<file path="src/rtl/uart_echo_responder.sv">
// UART echo responder: capture strobe, RX->TX echo FSM, UART_TX sequencer.
// Optional build macro: UART_ECHO_UPCASE_EN (a-z folded to A-Z on echo).
module uart_echo_responder #(
    parameter int BUSY_TIMEOUT = 16,
    parameter int COUNT_WIDTH  = 16
) (
    input  logic                   clk,
    input  logic                   rst,
    input  logic                   eoc_flag,
    input  logic                   rx_fifo_empty,
    input  logic                   rx_fifo_full,
    input  logic [7:0]             rx_fifo_data_out,
    input  logic                   tx_fifo_empty,
    input  logic                   tx_fifo_full,
    input  logic                   tx_busy,
    output logic                   rx_wr_en,
    output logic                   rx_rd_en,
    output logic                   tx_wr_en,
    output logic [7:0]             tx_fifo_data_in,
    output logic                   tx_rd_en,
    output logic                   start_TX,
    output logic                   rx_overflow,
    output logic                   tx_error,
    output logic [COUNT_WIDTH-1:0] echo_count
);

    localparam int TW = $clog2(BUSY_TIMEOUT + 1);
    localparam logic [TW-1:0] TMO_LAST = TW'(BUSY_TIMEOUT - 1);

    typedef enum logic [1:0] {
        E_IDLE,
        E_RD,
        E_WAIT,
        E_WR
    } e_state_t;

    typedef enum logic [2:0] {
        T_IDLE,
        T_POP,
        T_LOAD,
        T_START,
        T_WBUSY,
        T_WDONE
    } t_state_t;

    e_state_t         e_q, e_d;
    t_state_t         t_q, t_d;
    logic             rx_wr_q, rx_wr_d;
    logic             ovf_q, ovf_d;
    logic             terr_q, terr_d;
    logic [TW-1:0]    tmr_q, tmr_d;
    logic [7:0]       data_q, data_d;
    logic [COUNT_WIDTH-1:0] cnt_q, cnt_d;

    function automatic logic [7:0] echo_map(input logic [7:0] x);
`ifdef UART_ECHO_UPCASE_EN
        if (x >= 8'h61 && x <= 8'h7A) begin
            return x - 8'h20;
        end
        return x;
`else
        return x;
`endif
    endfunction

    // Capture path: one-clock write strobe and sticky overflow.
    always_comb begin
        rx_wr_d = eoc_flag && !rx_fifo_full;
        ovf_d   = ovf_q | (eoc_flag && rx_fifo_full);
    end

    // Echo FSM next state; a full TX FIFO stalls the write stage.
    always_comb begin
        e_d = e_q;
        case (e_q)
            E_IDLE: if (!rx_fifo_empty && !tx_fifo_full) e_d = E_RD;
            E_RD:   e_d = rx_fifo_empty ? E_IDLE : E_WAIT;
            E_WAIT: e_d = E_WR;
            E_WR:   if (!tx_fifo_full) e_d = E_IDLE;
            default: e_d = E_IDLE;
        endcase
    end

    // Echo FSM outputs; strobes are gated by the FIFO flags they must respect.
    always_comb begin
        rx_rd_en = (e_q == E_RD) && !rx_fifo_empty;
        tx_wr_en = (e_q == E_WR) && !tx_fifo_full;
    end

    // Echo datapath: latch mapped byte once read data has settled, count writes.
    always_comb begin
        data_d = data_q;
        cnt_d  = cnt_q;
        if (e_q == E_WAIT) data_d = echo_map(rx_fifo_data_out);
        if (tx_wr_en)      cnt_d  = cnt_q + 1'b1;
    end

    // TX FSM next state, busy-rise timeout and sticky error.
    always_comb begin
        t_d    = t_q;
        tmr_d  = '0;
        terr_d = terr_q;
        case (t_q)
            T_IDLE:  if (!tx_fifo_empty && !tx_busy) t_d = T_POP;
            T_POP:   t_d = tx_fifo_empty ? T_IDLE : T_LOAD;
            T_LOAD:  t_d = T_START;
            T_START: if (!tx_busy) t_d = T_WBUSY;
            T_WBUSY: begin
                if (tx_busy) begin
                    t_d = T_WDONE;
                end else if (tmr_q == TMO_LAST) begin
                    t_d    = T_IDLE;
                    terr_d = 1'b1;
                end else begin
                    tmr_d = tmr_q + 1'b1;
                end
            end
            T_WDONE: if (!tx_busy) t_d = T_IDLE;
            default: t_d = T_IDLE;
        endcase
    end

    // TX FSM outputs.
    always_comb begin
        tx_rd_en = (t_q == T_POP) && !tx_fifo_empty;
        start_TX = (t_q == T_START) && !tx_busy;
    end

    // State and datapath registers.
    always_ff @(posedge clk or posedge rst) begin
        if (rst) begin
            e_q     <= E_IDLE;
            t_q     <= T_IDLE;
            rx_wr_q <= 1'b0;
            ovf_q   <= 1'b0;
            terr_q  <= 1'b0;
            tmr_q   <= '0;
            data_q  <= '0;
            cnt_q   <= '0;
        end else begin
            e_q     <= e_d;
            t_q     <= t_d;
            rx_wr_q <= rx_wr_d;
            ovf_q   <= ovf_d;
            terr_q  <= terr_d;
            tmr_q   <= tmr_d;
            data_q  <= data_d;
            cnt_q   <= cnt_d;
        end
    end

    assign rx_wr_en        = rx_wr_q;
    assign rx_overflow     = ovf_q;
    assign tx_error        = terr_q;
    assign tx_fifo_data_in = data_q;
    assign echo_count      = cnt_q;

endmodule
</file>
<file path="config.mk">
export PLATFORM = sky130hd
export DESIGN_NAME = uart_echo_responder
export DESIGN_NICKNAME = d
export VERILOG_FILES = /design/src/rtl/uart_echo_responder.sv
export SDC_FILE = /design/constraint.sdc
export NUM_CORES = 1
export LEC_CHECK = 0
export BUFFER_PORTS_ARGS = -buffer_cell sky130_fd_sc_hd__buf_2
export CAP_MARGIN = 0
export CELL_PAD_IN_SITES_DETAIL_PLACEMENT = 2
export CELL_PAD_IN_SITES_GLOBAL_PLACEMENT = 2
export CORE_MARGIN = 2
export CORE_UTILIZATION = 34
export CTS_CLUSTER_SIZE = 30
export DETAILED_ROUTE_END_ITERATION = 8
export HOLD_SLACK_MARGIN = 0.08
export PLACE_DENSITY_LB_ADDON = 0.1
export SYNTH_ARGS = -nofsm -noshare
export SYNTH_HDL_FRONTEND = slang
export SYNTH_SLANG_ARGS = --single-unit
</file>
<file path="constraint.sdc">
create_clock -name clk -period 3.34 [get_ports clk]
set_clock_uncertainty 0.15 [all_clocks]
set_input_delay 1.002 -clock clk [delete_from_list [all_inputs] [get_ports clk]]
set_output_delay 1.002 -clock clk [all_outputs]
set_load 0.01 [all_outputs]
</file>
==> qor.csv, run 1 <==
metric,value,unit
Overflow after GRT,0,
placed cell count,226,
clock-pin slew on the worst setup and hold paths,70,ps
HP Class,flop to flop,
Post-synth ARST share,100,%
"Clk Latency, worst-skew pair",280,ps
maximum number of pins on one net before global-route repair,38,
final WL,3660,um
# Post-CTS Setup Buffers,0,
Synth Warn #,0,
fin nets,199,
critical path cell sequence,buf_2 -> nor4bb_1 -> buf_2,
clock sink count,37,
clock buffer depth,2,
HPWL Detailed,2850,um
die area,0.00515,mm2
Seq cells post-synth,37,
Worst path most repeated cell,buf_2,
Vias/cell,4.93,
Post-Syn Instances,128,
status,"finished, final reports clean",
Max transition margin,52.8,%
Setup Slack @ Placement,489,ps
layout cells sized above 1,35.9,%
first-pass GRT wire length,6390,um
Starting Density,35.6,%
final worst setup slack,462,ps
CTS HTree Levels,2,
cell area after synthesis,0.00156,mm2
leakage power,0.998,nW
hold_buf cts,0,
vias in the first global route,1341,
Crit path largest cell delay,380,ps
1st-pass router iterations,4,
fmax,347,MHz
placed cell area,0.00186,mm2
final critical-path required period,2880,ps
crit path max fanout,6,
Post-DRT Antenna Nets,0,
pins over their slew limit,0,
setup TNS,0,ps
slowest cell on the critical path,nor4bb_1,
Final Cell Area,0.00194,mm2
core area,0.00438,mm2
critical path start-end classification,input port to output port,
Post-Syn Nets,146,
FP Rows,24,
Slew @ Worst Pin,707,ps
CTS tree,built,
pwr dens,703,mW/mm2
Area growth syn-to-layout,24.6,%
CTS Root Cell,clkbuf_8,
Antenna diodes,0,
drt drc,0,
synthesized area per cell,12.2,um2
vias post-DR,1148,
CP Data Required Time,2190,ps
I/O Buffers,46,
Num CTS Buffers,5,
arrival time worst endpoint,1730,ps
Max VDD drop,320,uV
Die Wd,71.7,um
sequential fraction of the synthesis area,59.3,%
Tot GR Track Use,16.0,%
Hold Slack,307,ps
startpoint types,input port,
share of the synthesized area in the top cell type,59.3,%
synth top area cells,"dfrtp_1 59%, xnor2_1 7.9%, mux2_2 5.8%",
Max Cap Viol,0,
GP Congestion,0.752,
post-synth cell types,30,
Post-synth EDFFs,0,
RSZ-0062 raised after global routing,no,
fin crit share,86.2,%
Synth area leader,dfrtp_1,
Crit. End Element,output port,
"Hold Violations, Final",0,
number of setup violations in the final report,0,
DR WL/cell,15.7,um
"Primary FF master, synth",dfrtp_1,
Layout Cells excl Fill,233,
cts repair resizes,0,
io pins,47,
initial antenna violation count,0,
die height,71.7,um
1st-iter DRT viols,40,
-- worst paths after layout --
kind                       startpoint                  to  slack (ps)  cells after the start
setup / recovery              tx_busy            start_TX         460                      3
hold / removal               tx_error            tx_error         310                      1
setup reg to reg                 flop  tx_fifo_data_in[3]        1570                      2
hold reg to reg              tx_error            tx_error         310                      1
max in group asynchronous         rst       echo_count[4]        2020                      3
min in group asynchronous         rst  tx_fifo_data_in[1]         680                      3
-- sequential cells by signal, summed over array words and instances, names as in the netlist, named ones only --
name             count
echo_count          16
tx_fifo_data_in      8
tmr_q                5
t_q                  3
e_q                  1
rx_overflow          1
rx_wr_en             1
tx_error             1
-- synthesized netlist by cell type (2+ instances only) --
| cell type | number |
|---|---|
| nor2_1 | 6 |
| nor2b_1 | 2 |
| xor2_1 | 3 |
| nand4_1 | 4 |
| nand3_1 | 8 |
| a21o_1 | 3 |
| ha_1 | 2 |
| a21oi_1 | 4 |
| dfrtp_1 | 37 |
| and2_1 | 2 |
| nand2_1 | 10 |
| mux2_2 | 8 |
| nor4_1 | 2 |
| inv_1 | 6 |
| xnor2_1 | 14 |
| o21ai_0 | 3 |
-- logic make-up (layout without fill, tap and decap cells) --
| kind of cell | count (synthesis) | after routing | share of synthesized area (%) |
|---|---|---|---|
| buffers and inverters | 7 | 60 | 1.76 |
| XOR/XNOR | 17 | 17 | 9.54 |
| AND/OR/NAND/NOR | 45 | 45 | 17.2 |
| flip-flops | 37 | 37 | 59.3 |
| AO/OA/AOI/OAI | 12 | 12 | 4.73 |
| multiplexers | 8 | 8 | 5.77 |
| adder cells (fa/ha/maj) | 2 | 2 | 1.60 |
-- worst max-delay path: cells and delay by family --
family | cells | cell delay [ps]
buffers and inverters | 2 | 340
AND/OR/NAND/NOR | 1 | 380
-- final cells by class --
| cell class | instances | area, um2 |
|---|---|---|
| Clock buffer | 7 | 86.3 |
| Fill cell | 479 | 2440 |
| Inverter | 6 | 22.5 |
| Multi-Input combinational cell | 84 | 607 |
| Sequential cell | 37 | 926 |
| Tap cell | 52 | 65.1 |
| Timing Repair Buffer | 47 | 238 |
-- layer usage --
metal / routed length (um) / track usage, %
met3: 139 / 4.92
met5: 0 / 0
met1: 1520 / 19.2
met4: 17 / 4.40
met2: 1980 / 27.9
-- report_power, final --
group | total [mW] | switching (mW) | internal (mW)
sequential | 0.670 | 0.113 | 0.557
combinational | 0.390 | 0.194 | 0.196
clock | 0.307 | 0.143 | 0.164
-- layout by cell type, fill, tap and decap left out --
master / n
a21o_1: 3
a21oi_1: 4
and2_1: 2
and2b_1: 1
and3_1: 1
buf_2: 46
buf_4: 1
clkbuf_1: 1
clkbuf_8: 6
dfrtp_1: 37
ha_1: 2
inv_1: 6
mux2_2: 8
nand2_1: 10
nand3_1: 8
nand3b_4: 1
nand4_1: 4
nand4b_1: 1
nor2_1: 6
nor2_2: 1
nor2b_1: 2
nor3_1: 1
nor3_4: 1
nor3b_1: 1
nor3b_2: 1
nor4_1: 2
nor4bb_1: 1
o21ai_0: 3
o21bai_1: 1
o31a_1: 1
or3_1: 1
xnor2_1: 14
xor2_1: 3
-- metrics by stage --
| step | power [mW] | util [%] |
|---|---|---|
| after floorplan | 0.908 | - |
| after global placement | 1.04 | 42.4 |
| after detailed placement | 1.08 | 42.4 |
| after CTS | 1.40 | 44.3 |
| after global routing | 1.47 | 44.3 |
| final | 1.37 | 44.3 |
Note: power is estimated with default switching activity, not from simulation.
==> inputs of run 2 (changes only) <==
==> config.mk (replaced) <==
export PLATFORM = sky130hd
export DESIGN_NAME = uart_echo_responder
export DESIGN_NICKNAME = d
export VERILOG_FILES = /design/src/rtl/uart_echo_responder.sv
export SDC_FILE = /design/constraint.sdc
export NUM_CORES = 1
export LEC_CHECK = 0
export CAP_MARGIN = 0
export CELL_PAD_IN_SITES_DETAIL_PLACEMENT = 2
export CELL_PAD_IN_SITES_GLOBAL_PLACEMENT = 2
export CORE_MARGIN = 2
export CORE_UTILIZATION = 44
export CTS_BUF_LIST = sky130_fd_sc_hd__clkbuf_8
export CTS_CLUSTER_SIZE = 30
export DETAILED_ROUTE_END_ITERATION = 8
export DONT_BUFFER_PORTS = 1
export HOLD_SLACK_MARGIN = 0.08
export PLACE_DENSITY_LB_ADDON = 0.1
export SKIP_CTS_REPAIR_TIMING = 1
export SYNTH_ARGS = -nofsm -noshare
export SYNTH_HDL_FRONTEND = slang
export SYNTH_SLANG_ARGS = --single-unit
==> qor.csv, run 2 (synthesized netlist as in run 1, its figures left out) <==
metric,value,unit
status,"finished, final reports clean",
final critical-path required period,2720,ps
critical path start-end classification,input port to output port,
crit path max fanout,6,
Final Cell Area,0.00171,mm2
Int Pwr,837,uW
layout cells sized above 1,15.4,%
Starting Density,46.4,%
first-pass GRT wire length,5830,um
leakage power,0.796,nW
HP Class,flop to flop,
"leading cell type in the layout, fill and taps excluded",dfrtp_1,
Area growth syn-to-layout,9.70,%
CTS Root Cell,clkbuf_8,
Post-DRT Antenna Nets,0,
drt drc,0,
io pins,47,
startpoint types,input port,
Num CTS Buffers,5,
Bufs and invs on worst path,0,
combinational power share,19.6,%
final WL,3320,um
hold wc startpoint,tmr_q[0],
RSZ-0062 raised after global routing,no,
initial antenna violation count,0,
Tot GR Track Use,19.1,%
Worst Hold Endpoint,tmr_q[0],
Clk network pwr share,24.4,%
"Hold Violations, Final",0,
CTS tree,built,
maximum number of pins on one net before global-route repair,25,
Max transition margin,51.7,%
critical path cell sequence,nor4bb_1,
number of setup violations in the final report,0,
FP Rows,21,
Max VDD drop,380,uV
R2R cell count,2,
fmax,368,MHz
Psw,442,uW
worst reg-to-reg setup slack,1570,ps
HPWL Detailed,2460,um
pwr dens,747,mW/mm2
sw frac,34.6,%
vias in the first global route,1113,
arrival time worst endpoint,1560,ps
die height,63.6,um
fin crit share,81.3,%
Crit. End Element,output port,
Slew @ Worst Pin,722,ps
Vias/cell,5.43,
Antenna diodes,0,
most frequent cells in the layout,"37 x dfrtp_1, 14 x xnor2_1, 10 x nand2_1",
clock-pin slew on the worst setup and hold paths,80,ps
WHS Path Cells,1,
pins over their slew limit,0,
DR WL/cell,18.3,um
setup TNS,0,ps
clock buffer depth,2,
Die Wd,63.6,um
CTS HTree Levels,2,
slowest cell on the critical path,nor4bb_1,
Max Cap Viol,0,
Crit path largest cell delay,560,ps
Overflow after GRT,0,
vias post-DR,989,
Seq pwr share,56.0,%
1st-pass router iterations,3,
"Clk Latency, worst-skew pair",290,ps
clock sink count,37,
1st-iter DRT viols,36,
GP Congestion,0.758,
max FFs per register,16,
placed cell area,0.00162,mm2
I/O Buffers,0,
Top Family by Delay on Critical Path,simple AND/OR/NAND/NOR gates,
CP Data Required Time,2190,ps
die area,0.00404,mm2
core area,0.00336,mm2
Reg2Reg Capture Point,tx_fifo_data_in[6],
fin nets,153,
==> run 2: cell count changes in the layout (fill, tap and decap cells not counted) <==
cell | previous run | this run
clkbuf_8 | 6 | 5
clkinv_4 | 0 | 2
clkbuf_1 | 1 | 0
buf_2 | 46 | 0
clkinv_2 | 0 | 1
==> run 2: cell type report <==
class / count / area, um2
clock buffer: 5 / 68.8
clock inverter: 3 / 22.5
fill: 352 / 1650
inverter: 6 / 22.5
multi-input combinational: 84 / 607
sequential: 37 / 926
tap: 46 / 57.6
timing repair buffer: 1 / 7.51
==> run 2: routing by layer <==
metal | vias to the layer above | global-route usage, % | part of all wire, %
met5 | - | 0 | 0
met4 | 0 | 8.15 | 1.7
met3 | 6 | 5.89 | 4.7
met2 | 23 | 31.7 | 53
met1 | 508 | 22.9 | 40
li1 | 452 | - | -
==> run 2: metrics by stage <==
stage | power (mW) | utilization, % | hold WS (ps) | instances | worst slack, ps
finish | 1.28 | 50.9 | 331 | 182 | 625
global route | 1.37 | 50.9 | 356 | 182 | 559
CTS | 1.30 | 50.9 | 339 | 182 | 614
detailed placement | 0.981 | 48.2 | 329 | 174 | 614
global placement | 0.952 | 48.2 | 296 | 174 | 645
floorplan | 0.908 | - | 283 | 128 | 684
==> run 2: how the worst max path moves through the flow <==
| stage | cells after the start | end | slack [ps] | from |
|---|---|---|---|---|
| floorplan | 1 | start_TX | 680 | tx_busy |
| CTS | 1 | start_TX | 610 | tx_busy |
| global route | 1 | start_TX | 560 | tx_busy |
| finish | 1 | start_TX | 620 | tx_busy |
| global placement | 1 | start_TX | 640 | tx_busy |
| detailed placement | 1 | start_TX | 610 | tx_busy |
==> run 2: power by group through the flow <==
| stage | sequential [mW] | clock, mW | combinational [mW] |
|---|---|---|---|
| floorplan | 0.691 | 0 | 0.217 |
| global placement | 0.717 | 0 | 0.235 |
| detailed placement | 0.725 | 0 | 0.256 |
| CTS | 0.717 | 0.324 | 0.257 |
| global route | 0.738 | 0.343 | 0.288 |
| finish | 0.716 | 0.312 | 0.251 |
